### config.mk
export PLATFORM = sky130hd
export DESIGN_NAME = svc_axil_router_rd_pipe
export DESIGN_NICKNAME = d
export VERILOG_FILES = /design/src/rtl/svc_axil_pkg.sv /design/src/rtl/svc_axil_addr_dec.sv /design/src/rtl/svc_skidbuf.sv /design/src/rtl/svc_axil_router_rd_pipe.sv
export SDC_FILE = /design/constraint.sdc
export NUM_CORES = 1
export LEC_CHECK = 0
export BUFFER_PORTS_ARGS = -buffer_cell sky130_fd_sc_hd__buf_4
export CAP_MARGIN = 20
export CORE_MARGIN = 1.5
export CORE_UTILIZATION = 40
export DETAILED_ROUTE_END_ITERATION = 10
export SETUP_SLACK_MARGIN = 0.1
export SLEW_MARGIN = 20
export SYNTH_ARGS = -nofsm -noshare
export SYNTH_HDL_FRONTEND = slang
export SYNTH_SLANG_ARGS = --single-unit
### constraint.sdc
create_clock -name clk -period 11.4 [get_ports clk]
set_input_delay 3.42 -clock clk [delete_from_list [all_inputs] [get_ports clk]]
set_output_delay 3.42 -clock clk [all_outputs]
set_load 0.05 [all_outputs]
### src/rtl/svc_axil_pkg.sv
// Shared AXI-Lite constants for the svc_axil router family.
// The response codes and the bus-error data word are common to the read and write routers.
package svc_axil_pkg;

  typedef logic [1:0] axil_resp_t;

  localparam axil_resp_t  RESP_OKAY    = 2'b00;
  localparam axil_resp_t  RESP_SLVERR  = 2'b10;
  localparam axil_resp_t  RESP_DECERR  = 2'b11;
  localparam logic [31:0] BUS_ERR_DATA = 32'hADD1EBAD;

  // Saturating 16-bit increment, used by the optional error counters.
  function automatic logic [15:0] satInc16(input logic [15:0] value);
    return (value == 16'hFFFF) ? value : value + 16'd1;
  endfunction

endpackage

### src/rtl/svc_axil_addr_dec.sv
// Combinational base/mask address decoder.
// The lowest matching subordinate index wins; no match selects index NUM_S and raises err_o.
// The forwarded address has the decode bits cleared.
module svc_axil_addr_dec #(
  parameter int                  NUM_S  = 2,
  parameter int                  AW     = 32,
  parameter logic [NUM_S*AW-1:0] S_BASE = {32'h4000_0000, 32'h0000_0000},
  parameter logic [NUM_S*AW-1:0] S_MASK = {32'hC000_0000, 32'hC000_0000}
) (
  input  logic [AW-1:0]                addr_i,
  output logic [$clog2(NUM_S+1)-1:0]   sel_o,
  output logic                         err_o,
  output logic [AW-1:0]                addr_o
);

  localparam int SW = $clog2(NUM_S + 1);

  // Scan from the highest index down so the lowest matching window has the final say.
  always_comb begin
    sel_o  = SW'(NUM_S);
    err_o  = 1'b1;
    addr_o = addr_i;
    for (int i = NUM_S - 1; i >= 0; i--) begin
      if ((addr_i & S_MASK[i*AW +: AW]) == S_BASE[i*AW +: AW]) begin
        sel_o  = SW'(i);
        err_o  = 1'b0;
        addr_o = addr_i & ~S_MASK[i*AW +: AW];
      end
    end
  end

endmodule

### src/rtl/svc_skidbuf.sv
// Two-entry valid/ready skid buffer.
// OPT_OUTREG=0: combinational pass-through with a single spill slot (in_ready only drops when full).
// OPT_OUTREG=1: registered output plus spill slot, one cycle from input handshake to out_valid.
module svc_skidbuf #(
  parameter int WIDTH      = 32,
  parameter bit OPT_OUTREG = 1'b0
) (
  input  logic             clk,
  input  logic             rst,
  input  logic             in_valid_i,
  output logic             in_ready_o,
  input  logic [WIDTH-1:0] in_data_i,
  output logic             out_valid_o,
  input  logic             out_ready_i,
  output logic [WIDTH-1:0] out_data_o
);

  logic             full_q;
  logic [WIDTH-1:0] buf_q;

  assign in_ready_o = !full_q;

  if (OPT_OUTREG) begin : g_outreg
    logic             outValid_q;
    logic [WIDTH-1:0] outData_q;

    // Output register refills from the spill slot first, otherwise from the input.
    always_ff @(posedge clk) begin
      if (rst) begin
        full_q     <= 1'b0;
        outValid_q <= 1'b0;
      end else if (!outValid_q || out_ready_i) begin
        outValid_q <= full_q || in_valid_i;
        full_q     <= 1'b0;
      end else if (in_valid_i && !full_q) begin
        full_q <= 1'b1;
      end
    end

    // Data path registers carry no reset; the valid flags qualify them.
    always_ff @(posedge clk) begin
      if (!outValid_q || out_ready_i) begin
        outData_q <= full_q ? buf_q : in_data_i;
      end
      if (in_valid_i && !full_q && outValid_q && !out_ready_i) begin
        buf_q <= in_data_i;
      end
    end

    assign out_valid_o = outValid_q;
    assign out_data_o  = outData_q;
  end else begin : g_passthru
    // Spill slot fills when the consumer stalls a valid input and drains when it accepts.
    always_ff @(posedge clk) begin
      if (rst) begin
        full_q <= 1'b0;
      end else if (out_ready_i) begin
        full_q <= 1'b0;
      end else if (in_valid_i && !full_q) begin
        full_q <= 1'b1;
      end
    end

    // Capture the stalled input word into the spill slot.
    always_ff @(posedge clk) begin
      if (in_valid_i && !full_q && !out_ready_i) begin
        buf_q <= in_data_i;
      end
    end

    assign out_valid_o = full_q || in_valid_i;
    assign out_data_o  = full_q ? buf_q : in_data_i;
  end

endmodule

### src/rtl/svc_axil_router_rd_pipe.sv
// Pipelined AXI-Lite read router, one manager to NUM_S subordinates.
// Reads to the current subordinate issue back to back up to MAX_OUTSTANDING; switching target
// waits until every outstanding read has returned, so responses stay in order without reordering.
// Unmapped reads complete in order with DECERR and BUS_ERR_DATA.
// Optional: define SVC_AXIL_ROUTER_RD_PIPE_ERRCNT_EN to add a saturating 16-bit decerr_count output.
module svc_axil_router_rd_pipe
  import svc_axil_pkg::*;
#(
  parameter int                  AW              = 32,
  parameter int                  DW              = 32,
  parameter int                  NUM_S           = 2,
  parameter logic [NUM_S*AW-1:0] S_BASE          = {32'h4000_0000, 32'h0000_0000},
  parameter logic [NUM_S*AW-1:0] S_MASK          = {32'hC000_0000, 32'hC000_0000},
  parameter int                  MAX_OUTSTANDING = 4
) (
  input  logic                clk,
  input  logic                rst,
  input  logic                s_axil_arvalid,
  input  logic [AW-1:0]       s_axil_araddr,
  output logic                s_axil_arready,
  output logic                s_axil_rvalid,
  output logic [DW-1:0]       s_axil_rdata,
  output logic [1:0]          s_axil_rresp,
  input  logic                s_axil_rready,
  output logic [NUM_S-1:0]    m_axil_arvalid,
  output logic [NUM_S*AW-1:0] m_axil_araddr,
  input  logic [NUM_S-1:0]    m_axil_arready,
  input  logic [NUM_S-1:0]    m_axil_rvalid,
  input  logic [NUM_S*DW-1:0] m_axil_rdata,
  input  logic [NUM_S*2-1:0]  m_axil_rresp,
  output logic [NUM_S-1:0]    m_axil_rready
`ifdef SVC_AXIL_ROUTER_RD_PIPE_ERRCNT_EN
  ,
  output logic [15:0]         decerr_count
`endif
);

  localparam int             SW      = $clog2(NUM_S + 1);
  localparam int             CW      = $clog2(MAX_OUTSTANDING + 1);
  localparam logic [SW-1:0]  ERR_SEL = SW'(NUM_S);

  logic                       arSkidValid;
  logic [AW-1:0]              arSkidAddr;
  logic                       arIssueReady;
  logic                       accept;
  logic [SW-1:0]              decSel;
  logic                       decErr;
  logic [AW-1:0]              decAddr;
  logic                       targetFree;
  logic                       slotOk;

  logic [CW-1:0]              cnt_q, cnt_d;
  logic [SW-1:0]              curSel_q, curSel_d;
  logic [NUM_S-1:0]           arValid_q, arValid_d;
  logic [NUM_S-1:0][AW-1:0]   arAddr_q, arAddr_d;

  logic                       rspValid;
  logic                       rspReady;
  logic                       rspAccept;
  logic [DW-1:0]              rspData;
  logic [1:0]                 rspResp;
  logic [DW+1:0]              rOutData;

  svc_skidbuf #(
    .WIDTH      (AW),
    .OPT_OUTREG (1'b0)
  ) u_arSkid (
    .clk         (clk),
    .rst         (rst),
    .in_valid_i  (s_axil_arvalid),
    .in_ready_o  (s_axil_arready),
    .in_data_i   (s_axil_araddr),
    .out_valid_o (arSkidValid),
    .out_ready_i (arIssueReady),
    .out_data_o  (arSkidAddr)
  );

  svc_axil_addr_dec #(
    .NUM_S  (NUM_S),
    .AW     (AW),
    .S_BASE (S_BASE),
    .S_MASK (S_MASK)
  ) u_addrDec (
    .addr_i (arSkidAddr),
    .sel_o  (decSel),
    .err_o  (decErr),
    .addr_o (decAddr)
  );

  // Issue gate: same target with headroom (or an idle router) and a free address register.
  always_comb begin
    targetFree = 1'b1;
    for (int i = 0; i < NUM_S; i++) begin
      if ((decSel == SW'(i)) && arValid_q[i] && !m_axil_arready[i]) begin
        targetFree = 1'b0;
      end
    end
    slotOk       = (cnt_q == '0) ||
                   ((decSel == curSel_q) && (cnt_q < CW'(MAX_OUTSTANDING)));
    arIssueReady = slotOk && targetFree;
  end

  assign accept = arSkidValid && arIssueReady;

  // Response source: the selected subordinate, or the internal DECERR generator; only it sees rready.
  always_comb begin
    rspValid      = 1'b0;
    rspData       = DW'(BUS_ERR_DATA);
    rspResp       = RESP_DECERR;
    m_axil_rready = '0;
    if (cnt_q != '0) begin
      if (curSel_q == ERR_SEL) begin
        rspValid = 1'b1;
      end else begin
        for (int i = 0; i < NUM_S; i++) begin
          if (curSel_q == SW'(i)) begin
            rspValid         = m_axil_rvalid[i];
            rspData          = m_axil_rdata[i*DW +: DW];
            rspResp          = m_axil_rresp[i*2 +: 2];
            m_axil_rready[i] = rspReady;
          end
        end
      end
    end
  end

  assign rspAccept = rspValid && rspReady;

  // Next-state for the outstanding count, current target and per-subordinate AR registers.
  always_comb begin
    cnt_d     = cnt_q;
    curSel_d  = accept ? decSel : curSel_q;
    arValid_d = arValid_q;
    arAddr_d  = arAddr_q;
    if (accept && !rspAccept) begin
      cnt_d = cnt_q + CW'(1);
    end else if (!accept && rspAccept) begin
      cnt_d = cnt_q - CW'(1);
    end
    for (int i = 0; i < NUM_S; i++) begin
      if (m_axil_arready[i]) begin
        arValid_d[i] = 1'b0;
      end
      if (accept && !decErr && (decSel == SW'(i))) begin
        arValid_d[i] = 1'b1;
        arAddr_d[i]  = decAddr;
      end
    end
  end

  // Router state registers.
  always_ff @(posedge clk) begin
    if (rst) begin
      cnt_q     <= '0;
      curSel_q  <= '0;
      arValid_q <= '0;
      arAddr_q  <= '0;
    end else begin
      cnt_q     <= cnt_d;
      curSel_q  <= curSel_d;
      arValid_q <= arValid_d;
      arAddr_q  <= arAddr_d;
    end
  end

  assign m_axil_arvalid = arValid_q;
  assign m_axil_araddr  = arAddr_q;

  svc_skidbuf #(
    .WIDTH      (DW + 2),
    .OPT_OUTREG (1'b1)
  ) u_rSkid (
    .clk         (clk),
    .rst         (rst),
    .in_valid_i  (rspValid),
    .in_ready_o  (rspReady),
    .in_data_i   ({rspData, rspResp}),
    .out_valid_o (s_axil_rvalid),
    .out_ready_i (s_axil_rready),
    .out_data_o  (rOutData)
  );

  assign s_axil_rdata = rOutData[DW+1:2];
  assign s_axil_rresp = rOutData[1:0];

`ifdef SVC_AXIL_ROUTER_RD_PIPE_ERRCNT_EN
  logic [15:0] decerrCnt_q;

  // Count unmapped requests as they are accepted, saturating at all-ones.
  always_ff @(posedge clk) begin
    if (rst) begin
      decerrCnt_q <= '0;
    end else if (accept && decErr) begin
      decerrCnt_q <= satInc16(decerrCnt_q);
    end
  end

  assign decerr_count = decerrCnt_q;
`endif

endmodule

==> flow_metrics.py <==
metrics = {
    "yosys": {
        "synth.ff_latch_count": 174,
        "syn-instance-count": 520,
        "synth.avg_cell_area_sq_um": 14.0,
        "netlist-cell-type-count": 38,
        "synthFlopType": "edfxtp_1",
        "ys_async_sr_fraction": 0,
        "yosys_warnings": 0,
        "synth_edf_count": 100,
        "synth_area_sq_um": 7300,
        "synth_nets": 630,
        "seq_area_frac_synth": 0.614,
    },
    "critical_path": {
        "timing.rr.start": "u_arSkid.full_q",
        "rr_endpoint": "m_axil_araddr[1]",
        "setup.worst_path.end_class": "primary output",
        "cp_max_fo": 23,
        "crit_type": "flip-flop to primary output",
        "ff2ff_path_depth": 5,
        "worstPathCellList": "nor3_1 > or3_1 > nor2_1 > buf_4",
        "slowest_delay_ns": 0.77,
        "crit_slowest_cell": "or3_1",
        "worst_ep_arrival_time_ns": 2.47,
        "worst_ep_required_time_ns": 7.98,
        "rrSetupSlack_ns": 7.75,
        "start_kind": "flip-flop",
    },
    "clock_tree": {
        "cts_root_buf": "clkbuf_16",
        "htreeDepth": 4,
        "cts_buffer_depth": 2,
        "hold_buffers": 0,
        "path_clk_slew_ns": 0.07,
        "cts_tree": "built",
        "cts_buffers": 17,
        "cts.sinks": 174,
        "cts_resized": 0,
        "cts_setup_buffers": 0,
        "worstSkewPairLatency_ns": 0.42,
    },
    "timing": {
        "period_minus_slack_ns": 5.89,
        "finClkSkew_ns": 0.00940,
        "hold_viol": 0,
        "rsz0062_at_grt": "no",
        "setup_slack_ns": 5.51,
        "fmax_mhz": 170,
        "relSlewSlack": 0.268,
        "period_share": 0.517,
        "setup_viol": 0,
        "tightest_slew_ns": 1.10,
        "slew_viol_final": 0,
        "tns_ns": 0,
    },
    "route": {
        "first_iter_violations": 253,
        "postRouteAntennaNets": 0,
        "via_per_inst": 4.99,
        "num_vias": 4787,
        "dr.pass1.iters": 4,
        "routed_wl_um": 17200,
        "drc": 0,
        "wl_per_cell_um": 17.9,
    },
    "layout": {
        "layoutNonFillerInstCount": 959,
        "final_nets": 827,
        "n_fill_cell": 1543,
        "n_antenna_cell": 0,
        "drive_above_1_share": 0.471,
        "areaGrowthSynthToFinish_pct": 31.9,
    },
    "floorplan": {
        "die-height_um": 138,
        "die_x_um": 138,
        "core-area_sq_um": 18000,
        "dieArea_sq_um": 19100,
        "initial_core_util": 0.407,
        "num_rows": 49,
        "io_pins": 212,
    },
    "pwr": {
        "p_leak_uw": 0.00395,
        "ir_drop_v": 0.000135,
        "p_per_area_nw_per_um2": 237,
        "power_uw": 2280,
    },
    "place": {
        "dp_cells": 927,
        "gp_congestion": 0.753,
        "port_buffers": 211,
        "hpwl_um": 11600,
        "dp_slack_ns": 5.23,
    },
    "min_path": {
        "hp-start": "m_axil_araddr[30]",
        "hold_path_end": "m_axil_araddr[30]",
        "holdPathStages": 1,
        "hold_class": "flip-flop to flip-flop",
    },
    "global_route": {
        "grt_max_degree": 101,
        "antenna_found_initial": 0,
        "track_usage": 0.181,
        "overflow": 0,
        "grt_pass1_vias": 4957,
        "grt_pass1_wl_um": 27100,
    },
    "run_status": {
        "outcome": "complete, no violations",
    },
    "run": {
        "drv_cap": 0,
    },
}
==> sequential cells by signal (all words and copies together) (netlist names), 2 cells and up <==
| name | count |
|---|---|
| m_axil_arvalid | 2 |
| cnt_q | 3 |
| u_rSkid.buf_q | 34 |
| u_rSkid.out_data_o | 34 |
| curSel_q | 2 |
| m_axil_araddr | 64 |
| u_arSkid.buf_q | 32 |
==> synthesized netlist by cell type, types with 2 or more instances <==
cell type | number | area share
nor3b_1 | 2 | 0.0021
mux2_2 | 65 | 0.10
xor2_1 | 2 | 0.0024
mux2i_1 | 32 | 0.044
mux2_4 | 27 | 0.056
nand2_1 | 2 | 0.0010
or3_1 | 3 | 0.0026
buf_1 | 3 | 0.0015
clkbuf_1 | 28 | 0.014
nor3_1 | 4 | 0.0027
nor2b_1 | 62 | 0.053
nor2_1 | 42 | 0.022
o21ai_0 | 2 | 0.0014
buf_6 | 4 | 0.0062
dfxtp_1 | 74 | 0.20
nand2b_1 | 3 | 0.0026
inv_1 | 3 | 0.0015
mux2_1 | 3 | 0.0046
edfxtp_1 | 100 | 0.41
a21oi_1 | 6 | 0.0041
and3_1 | 4 | 0.0034
o22a_1 | 22 | 0.026
a22o_1 | 12 | 0.014
==> power breakdown <==
group | switching [uW] | leakage, uW | internal [uW]
clock | 242 | 0.000271 | 322
sequential | 52.5 | 0.00153 | 825
combinational | 543 | 0.00214 | 296
==> cells in the final DEF (no fill, tap or decap), types with 2 or more instances in the layout <==
| cell type | count |
|---|---|
| mux2_4 | 27 |
| bufinv_16 | 2 |
| xor2_1 | 2 |
| mux2_2 | 65 |
| edfxtp_1 | 100 |
| mux2_1 | 3 |
| and3_1 | 4 |
| nand2b_1 | 2 |
| a21oi_1 | 6 |
| o22a_1 | 22 |
| buf_4 | 214 |
| nand2_1 | 2 |
| nor2b_1 | 62 |
| dfxtp_1 | 72 |
| or3_1 | 3 |
| clkbuf_16 | 17 |
| a22o_1 | 12 |
| o21ai_0 | 2 |
| nor2_1 | 41 |
| nor3b_2 | 2 |
| clkinvlp_4 | 3 |
| clkinv_1 | 3 |
| nor3_1 | 3 |
| mux2i_1 | 32 |
| dfxtp_2 | 2 |
| clkinv_4 | 4 |
| inv_1 | 3 |
==> worst max path at each step <==
stage | startpoint | end | slack [ns] | depth (start not counted)
after detailed placement | s_axil_araddr[31] | m_axil_araddr[1] | 5.23 | 5
after CTS | cnt_q[2] | m_axil_rready[0] | 5.47 | 4
final | cnt_q[2] | m_axil_rready[0] | 5.51 | 4
after floorplan | s_axil_araddr[31] | u_arSkid.buf_q[0] | 4.33 | 5
after global routing | cnt_q[2] | m_axil_rready[0] | 5.25 | 4
after global placement | s_axil_araddr[31] | m_axil_araddr[2] | 5.26 | 5
==> stage by stage <==
step           utilization  hold slack, ns  area (sq um)
2_1_floorplan            -           0.498          7300
3_3_place_gp         0.504           0.478          9060
3_5_place_dp         0.504           0.473          9060
4_1_cts              0.536           0.487          9630
5_1_grt              0.536           0.500          9630
6_report             0.536           0.487          9630
==> metal layers <==
layer	track usage	part of all wire	vias to the layer above
met5	0	0	-
met4	0.0620	0.019	0
met3	0.0696	0.073	23
met2	0.290	0.47	153
met1	0.226	0.43	2313
li1	-	-	2298
==> cells by family after synthesis <==
| kind of cell | after synthesis | synth area share |
|---|---|---|
| AND/OR/NAND/NOR | 126 | 0.0932 |
| flip-flops | 174 | 0.614 |
| buffers and inverters | 39 | 0.0243 |
| adder cells (fa/ha/maj) | 2 | 0.00445 |
| XOR/XNOR | 3 | 0.00360 |
| AO/OA/AOI/OAI | 48 | 0.0531 |
| multiplexers | 128 | 0.207 |
==> layout make-up <==
type                    instances  area [sq um]  share of cell area
inverters                       3          11.3             0.00117
clock inverters                14           145              0.0151
clock buffers                  18           429              0.0446
repair buffers                214          1610               0.167
well taps                     229           287              0.0297
flip-flops and latches        174          4490               0.466
multi-input cells             307          2670               0.277
==> worst max-delay path, delay by kind of cell, from the launching register on <==
| family | cells | cell delay [ns] |
|---|---|---|
| DFF | 1 | 0.35 |
| and+or+nand+nor | 3 | 1.46 |
| buffers and inverters | 1 | 0.23 |
(Power assumes the default switching activity.)
